==> src/rtl/imm_pkg.sv <==
// Shared definitions for the immediate-extension pipeline.
//   imm_fmt_t      : immediate format selector encodings (3 bits)
//   *_LSB / *_MSB  : instruction-word bit positions of each immediate field
//   DATA_W_NARROW/WIDE and data_w_legal(): the supported output widths
package imm_pkg;

  typedef enum logic [2:0] {
    FMT_IMM12  = 3'd0,
    FMT_DADDR9 = 3'd1,
    FMT_CB19   = 3'd2,
    FMT_B26    = 3'd3,
    FMT_MOV16  = 3'd4,
    FMT_SHAMT6 = 3'd5,
    FMT_RSVD6  = 3'd6,
    FMT_RSVD7  = 3'd7
  } imm_fmt_t;

  localparam int IMM12_LSB  = 10;
  localparam int IMM12_MSB  = 21;
  localparam int DADDR9_LSB = 12;
  localparam int DADDR9_MSB = 20;
  localparam int CB19_LSB   = 5;
  localparam int CB19_MSB   = 23;
  localparam int B26_LSB    = 0;
  localparam int B26_MSB    = 25;
  localparam int MOV16_LSB  = 5;
  localparam int MOV16_MSB  = 20;
  localparam int HW_LSB     = 21;
  localparam int HW_MSB     = 22;
  localparam int SHAMT6_LSB = 10;
  localparam int SHAMT6_MSB = 15;

  localparam int DATA_W_NARROW = 32;
  localparam int DATA_W_WIDE   = 64;

  function automatic bit data_w_legal(int w);
    return (w == DATA_W_NARROW) || (w == DATA_W_WIDE);
  endfunction

endpackage

==> src/rtl/imm_field_ext.sv <==
// Combinational immediate field selection and extension.
//   instr   [31:0]       : instruction word
//   fmt     [2:0]        : format selector (imm_fmt_t encoding)
//   imm     [DATA_W-1:0] : extended immediate, 0 for reserved formats
//   illegal              : fmt is a reserved encoding
// The immediate is always built 64 bits wide and then truncated, so a
// 32-bit build drops MOV16 halfwords 2 and 3 naturally.
module imm_field_ext
  import imm_pkg::*;
#(
  parameter int DATA_W = 64
) (
  input  logic [31:0]       instr,
  input  logic [2:0]        fmt,
  output logic [DATA_W-1:0] imm,
  output logic              illegal
);

  logic [63:0] wide;
  logic [5:0]  mov_shift;
  logic [5:0]  unused_instr;

  // Bits [31:26] hold the opcode and carry no immediate.
  assign unused_instr = instr[31:26];
  // Halfword index times 16.
  assign mov_shift    = {instr[HW_MSB:HW_LSB], 4'b0000};

  // NOTE: every always_comb output gets a default before the case, so no
  // path leaves it unassigned and no latch is inferred.
  always_comb begin
    wide    = '0;
    illegal = 1'b0;
    case (imm_fmt_t'(fmt))
      FMT_IMM12:  wide = 64'(instr[IMM12_MSB:IMM12_LSB]);
      FMT_DADDR9: wide = 64'(signed'(instr[DADDR9_MSB:DADDR9_LSB]));
      FMT_CB19:   wide = 64'(signed'({instr[CB19_MSB:CB19_LSB], 2'b00}));
      FMT_B26:    wide = 64'(signed'({instr[B26_MSB:B26_LSB], 2'b00}));
      FMT_MOV16:  wide = 64'(instr[MOV16_MSB:MOV16_LSB]) << mov_shift;
      FMT_SHAMT6: wide = 64'(instr[SHAMT6_MSB:SHAMT6_LSB]);
      default:    illegal = 1'b1;
    endcase
  end

  assign imm = wide[DATA_W-1:0];

endmodule

==> src/rtl/imm_extend_pipe.sv <==
// Immediate-extension pipeline: extends the immediate of an accepted
// instruction combinationally and registers it into a small FIFO.
//   clk, reset_n      : clock, asynchronous active-low reset
//   flush             : synchronous discard of all buffered entries
//   in_valid/in_ready : input handshake for instr/fmt
//   instr, fmt        : instruction word and immediate format
//   out_valid/out_ready, out_imm : output handshake and extended immediate
//   fmt_err           : sticky, set when a reserved fmt was accepted
// in_ready depends only on registered state, never on out_ready, so a full
// buffer cannot accept a push even on an edge where it also pops.
module imm_extend_pipe
  import imm_pkg::*;
#(
  parameter int DATA_W = 64,
  parameter int DEPTH  = 2
) (
  input  logic              clk,
  input  logic              reset_n,
  input  logic              flush,
  input  logic              in_valid,
  output logic              in_ready,
  input  logic [31:0]       instr,
  input  logic [2:0]        fmt,
  output logic              out_valid,
  input  logic              out_ready,
  output logic [DATA_W-1:0] out_imm,
  output logic              fmt_err
);

  if (!(data_w_legal(DATA_W) && (DEPTH == 1 || DEPTH == 2))) begin : g_bad_params
    $error("imm_extend_pipe: DATA_W must be 32 or 64 and DEPTH must be 1 or 2");
  end

  localparam logic [1:0] DEPTH_C  = 2'(DEPTH);
  localparam logic       PTR_LAST = 1'(DEPTH - 1);

  logic [DATA_W-1:0] ext_imm;
  logic              ext_illegal;

  logic [DATA_W-1:0] mem [DEPTH];
  logic              wr_ptr;
  logic              rd_ptr;
  logic [1:0]        count;
  logic              ready_en;   // low in reset, high from the first edge after
  logic              push;
  logic              pop;

  function automatic logic ptr_inc(logic p);
    return (p == PTR_LAST) ? 1'b0 : ~p;
  endfunction

  imm_field_ext #(.DATA_W(DATA_W)) u_field_ext (
    .instr   (instr),
    .fmt     (fmt),
    .imm     (ext_imm),
    .illegal (ext_illegal)
  );

  assign in_ready  = ready_en && (count < DEPTH_C);
  assign out_valid = (count != 2'd0);
  assign out_imm   = mem[rd_ptr];

  // A flush edge ignores both handshakes; the buffer is emptied instead.
  assign push = in_valid && in_ready && !flush;
  assign pop  = out_valid && out_ready && !flush;

  // NOTE: state registers use non-blocking assignments so every register
  // samples pre-edge values regardless of statement order.
  always_ff @(posedge clk or negedge reset_n) begin
    if (!reset_n) begin
      // NOTE: the storage is reset because out_imm reads it directly and
      // must show 0 in reset; at two entries this costs almost nothing.
      for (int i = 0; i < DEPTH; i++) mem[i] <= '0;
      wr_ptr   <= 1'b0;
      rd_ptr   <= 1'b0;
      count    <= 2'd0;
      ready_en <= 1'b0;
      fmt_err  <= 1'b0;
    end else begin
      ready_en <= 1'b1;
      if (flush) begin
        wr_ptr <= 1'b0;
        rd_ptr <= 1'b0;
        count  <= 2'd0;
      end else begin
        if (push) begin
          mem[wr_ptr] <= ext_imm;
          wr_ptr      <= ptr_inc(wr_ptr);
          if (ext_illegal) fmt_err <= 1'b1;
        end
        if (pop) rd_ptr <= ptr_inc(rd_ptr);
        case ({push, pop})
          2'b10:   count <= count + 2'd1;
          2'b01:   count <= count - 2'd1;
          default: count <= count;
        endcase
      end
    end
  end

endmodule

==> config.mk <==
export PLATFORM = sky130hd
export DESIGN_NAME = imm_extend_pipe
export DESIGN_NICKNAME = d
export VERILOG_FILES = /design/src/rtl/imm_pkg.sv /design/src/rtl/imm_field_ext.sv /design/src/rtl/imm_extend_pipe.sv
export SDC_FILE = /design/constraint.sdc
export NUM_CORES = 1
export LEC_CHECK = 0
export CAP_MARGIN = 20
export CORE_MARGIN = 4
export CORE_UTILIZATION = 30
export CTS_CLUSTER_DIAMETER = 40
export DETAILED_ROUTE_END_ITERATION = 12
export SLEW_MARGIN = 10
export SYNTH_ARGS = -nofsm -noshare
export SYNTH_HDL_FRONTEND = slang
export SYNTH_SLANG_ARGS = --single-unit
==> constraint.sdc <==
create_clock -name clk -period 2.25 [get_ports clk]
set_input_delay 0.675 -clock clk [delete_from_list [all_inputs] [get_ports clk]]
set_output_delay 0.675 -clock clk [all_outputs]
set_load 0.01 [all_outputs]
==> flow_metrics.env <==
export IMPL_initialDrtViolationCount=412
export IMPL_critPathMaxFanout=9
export IMPL_ioPinCount=107
export IMPL_unrepaired_setup_endpoints_after_global_routing="true"
export IMPL_violations="setup timing"
export IMPL_classification_of_the_worst_slack_hold_path="in -> async"
export IMPL_synthTopCellsByArea="sky130_fd_sc_hd__dfrtp_1, sky130_fd_sc_hd__mux2_2, sky130_fd_sc_hd__a31oi_1"
export IMPL_vias=5816
export IMPL_detailedRoute_firstPassIterationCount=5
export IMPL_max_freq_mhz=416.5
export IMPL_design_final_nets=881
export IMPL_hold_ws_ns=0.1973
export IMPL_finClkSkew_ns=0.007950
export IMPL_synthCells=701
export IMPL_cts_root_buffer_cell="sky130_fd_sc_hd__clkbuf_16"
export IMPL_post_detailed_route_drc_marker_count=0
export IMPL_ir_worst_vdd_mv=0.5181
export IMPL_post_synth_top_area_fraction_pct=48.69
export IMPL_avgSynthCellArea_sq_um=9.824
export IMPL_area_growth_syn_to_layout_pct=41.32
export IMPL_dp_cells=1090
export IMPL_power_density_nw_per_um2=898.9
export IMPL_initial_antenna_violation_count=0
export IMPL_min_period_over_period_pct=106.7
export IMPL_tritoncts_num_buffers=17
export IMPL_route_top_layer_used="met4"
export IMPL_postSynth_topFlopCell="sky130_fd_sc_hd__dfrtp_1"
export IMPL_route_antenna_remaining_nets=0
export IMPL_floorplan_initialDensity_pct=30.42
export IMPL_grt_start_max_net_pins=53
export IMPL_layout_setup_ws_ns=-0.1509
export IMPL_clock_insertion_delay_worst_skew_ns=0.42
export IMPL_grt_first_pass_wirelength_um=32170
export IMPL_global_route_total_overflow=0
export IMPL_timing_worst_setup_path_type="reg -> out"
export IMPL_core_region_area_sq_um=22640
export IMPL_met3_wirelength_um=1093
export IMPL_rows=55
export IMPL_synth_largest_area_cell="sky130_fd_sc_hd__dfrtp_1"
export IMPL_route_met2_wl_um=9647
export IMPL_design_die_area_sq_um=25440
export IMPL_global_route_usage_total_pct=16.03
export IMPL_final_max_slew_viol_count=0
export IMPL_clk_pin_slew_worst_paths_ns=0.06
export IMPL_fin_tns_setup_ns=-2.394
export IMPL_synth_area_sq_um=6887
export IMPL_die_width_um=159.5
export IMPL_r2r_cells=5
export IMPL_arrival_ns=1.73
export IMPL_finalNonFillerCells=1138
export IMPL_critical_path_required_ns=1.57
export IMPL_static_leakage_power_nw=4.120
export IMPL_outcome="finished with violations"
export IMPL_startpoint_type="register"
export IMPL_drt_wirelength_per_cell_um=18.12
export IMPL_report_final_setup_viol=64
export IMPL_cts_max_level=4
export IMPL_finalWorstPathRequiredPeriod_ns=2.401
export IMPL_drt_total_wl_um=20620
export IMPL_port_buffers=100
export IMPL_mappedNetlistNets=741
export IMPL_vias_per_cell=5.111
export IMPL_synth_commonest_cells="sky130_fd_sc_hd__dfrtp_1, sky130_fd_sc_hd__nor2_1, sky130_fd_sc_hd__a31oi_1, sky130_fd_sc_hd__nand2_1, sky130_fd_sc_hd__mux2_2"
export IMPL_place_congestion=0.8102
export IMPL_yosys_warnings=0
export IMPL_die_height_um=159.5
export IMPL_seq_cells_post_synth=134
export IMPL_dp_hpwl_um=14210
export IMPL_finalHoldViolations=0
export IMPL_routedLengthMet1_um=9644
export IMPL_library_cells_used_by_synthesis=43
export IMPL_clkSinkCount=134
export IMPL_grt_pass1_vias=5834
export IMPL_synth_edf_count=0
export IMPL_antennaDiodeCount=0
export IMPL_final_layout_size_suffix_gt1_share_pct=31.42
export IMPL_clk_path_buf_depth=2
export IMPL_ys_seq_area_share_pct=48.69
export IMPL_cts_tree="built"
export IMPL_max_cap_violation_count=0
export IMPL_timing_critical_path_to_type="primary output"
export IMPL_fraction_of_registers_with_async_set_reset_pct=100.0
## through the flow
step / util [%] / area, sq um / setup slack (ns) / power, mW
after global routing: 42.98 / 9732 / -0.1871 / 9.244
final: 42.98 / 9732 / -0.1509 / 8.748
after floorplan: - / 6887 / 0.3429 / 4.672
after CTS: 42.27 / 9570 / -0.1831 / 8.689
after global placement: 38.35 / 8683 / -0.1600 / 5.778
after detailed placement: 38.35 / 8683 / -0.1442 / 5.831
## final timing paths
| check | startpoint | endpoint | slack [ns] |
|---|---|---|---|
| worst max-delay path | rd_ptr | out_imm[23] | -0.15 |
| worst min-delay path | reset_n | mem[39] | 0.20 |
| worst max register to register | count[1] | mem[82] | 0.65 |
| worst min register to register | fmt_err | fmt_err | 0.47 |
| max in group asynchronous | reset_n | mem[11] | 1.42 |
| min in group clk | fmt_err | fmt_err | 0.47 |
## logic make-up after synthesis
family	after synthesis	synth area share, %
and+or+nand+nor	234	15.19
AOI/OAI and AO/OA	186	16.73
DFF	134	48.69
muxes	76	13.21
buffers and inverters	68	5.868
xor gates and xnor gates	2	0.2544
other	1	0.05445
## worst max-delay path, cell delays in order, from the launching register on
cell and delay, ns:
sky130_fd_sc_hd__dfrtp_2 0.45, sky130_fd_sc_hd__buf_12 0.15, sky130_fd_sc_hd__buf_12 0.14, sky130_fd_sc_hd__buf_6 0.11
sky130_fd_sc_hd__mux2_4 0.32, sky130_fd_sc_hd__buf_6 0.13
## area by class of cell
class / instances / area, sq um
well taps: 285 / 356.6
flip-flops and latches: 134 / 3354
repair buffers: 189 / 2126
multi-input cells: 499 / 3327
clock inverters: 8 / 100.1
clock buffers: 23 / 467.9
fillers: 2145 / 12910
## per-layer routing
layer	up-vias	track usage, %
li1	2787	-
met1	2853	22.75
met2	157	24.92
met3	19	3.495
met4	0	4.142
met5	-	0
## placed cells by master (no fill, tap or decap), types with 6 or more instances in the layout
cell / netlist / final
sky130_fd_sc_hd__a21boi_0: 6 / 6
sky130_fd_sc_hd__a21oi_1: 49 / 49
sky130_fd_sc_hd__a311oi_1: 6 / 6
sky130_fd_sc_hd__a31oi_1: 102 / 102
sky130_fd_sc_hd__buf_12: 2 / 26
sky130_fd_sc_hd__buf_4: 7 / 52
sky130_fd_sc_hd__buf_6: 6 / 69
sky130_fd_sc_hd__clkbuf_16: 0 / 20
sky130_fd_sc_hd__clkdlybuf4s50_1: 0 / 32
sky130_fd_sc_hd__dfrtp_1: 134 / 133
sky130_fd_sc_hd__mux2_2: 66 / 19
sky130_fd_sc_hd__mux2_4: 0 / 47
sky130_fd_sc_hd__nand2_1: 67 / 67
sky130_fd_sc_hd__nand2b_1: 8 / 8
sky130_fd_sc_hd__nor2_1: 134 / 134
sky130_fd_sc_hd__o21bai_1: 7 / 6
## flip-flops by register name (all words and copies together) (netlist names)
signal and flops:
fmt_err 1, ready_en 1, count 2, mem 128, rd_ptr 1, wr_ptr 1
## where the power goes
part | internal (mW) | switching, mW
logic | 1.51 | 1.13
registers | 3.08 | 0.352
clock network | 1.68 | 1.01
total | 6.26 | 2.49
## what timing repair did
item | in CTS | in global routing
hold buffers | 0 | 0
resized for setup | 335 | 50
setup buffers | 12 | 3
endpoints found under the setup margin | 66 | 64
gates cloned | 4 | 3
hold endpoints to repair | 0 | 0
No activity file was read; power rests on OpenSTA's default activity.
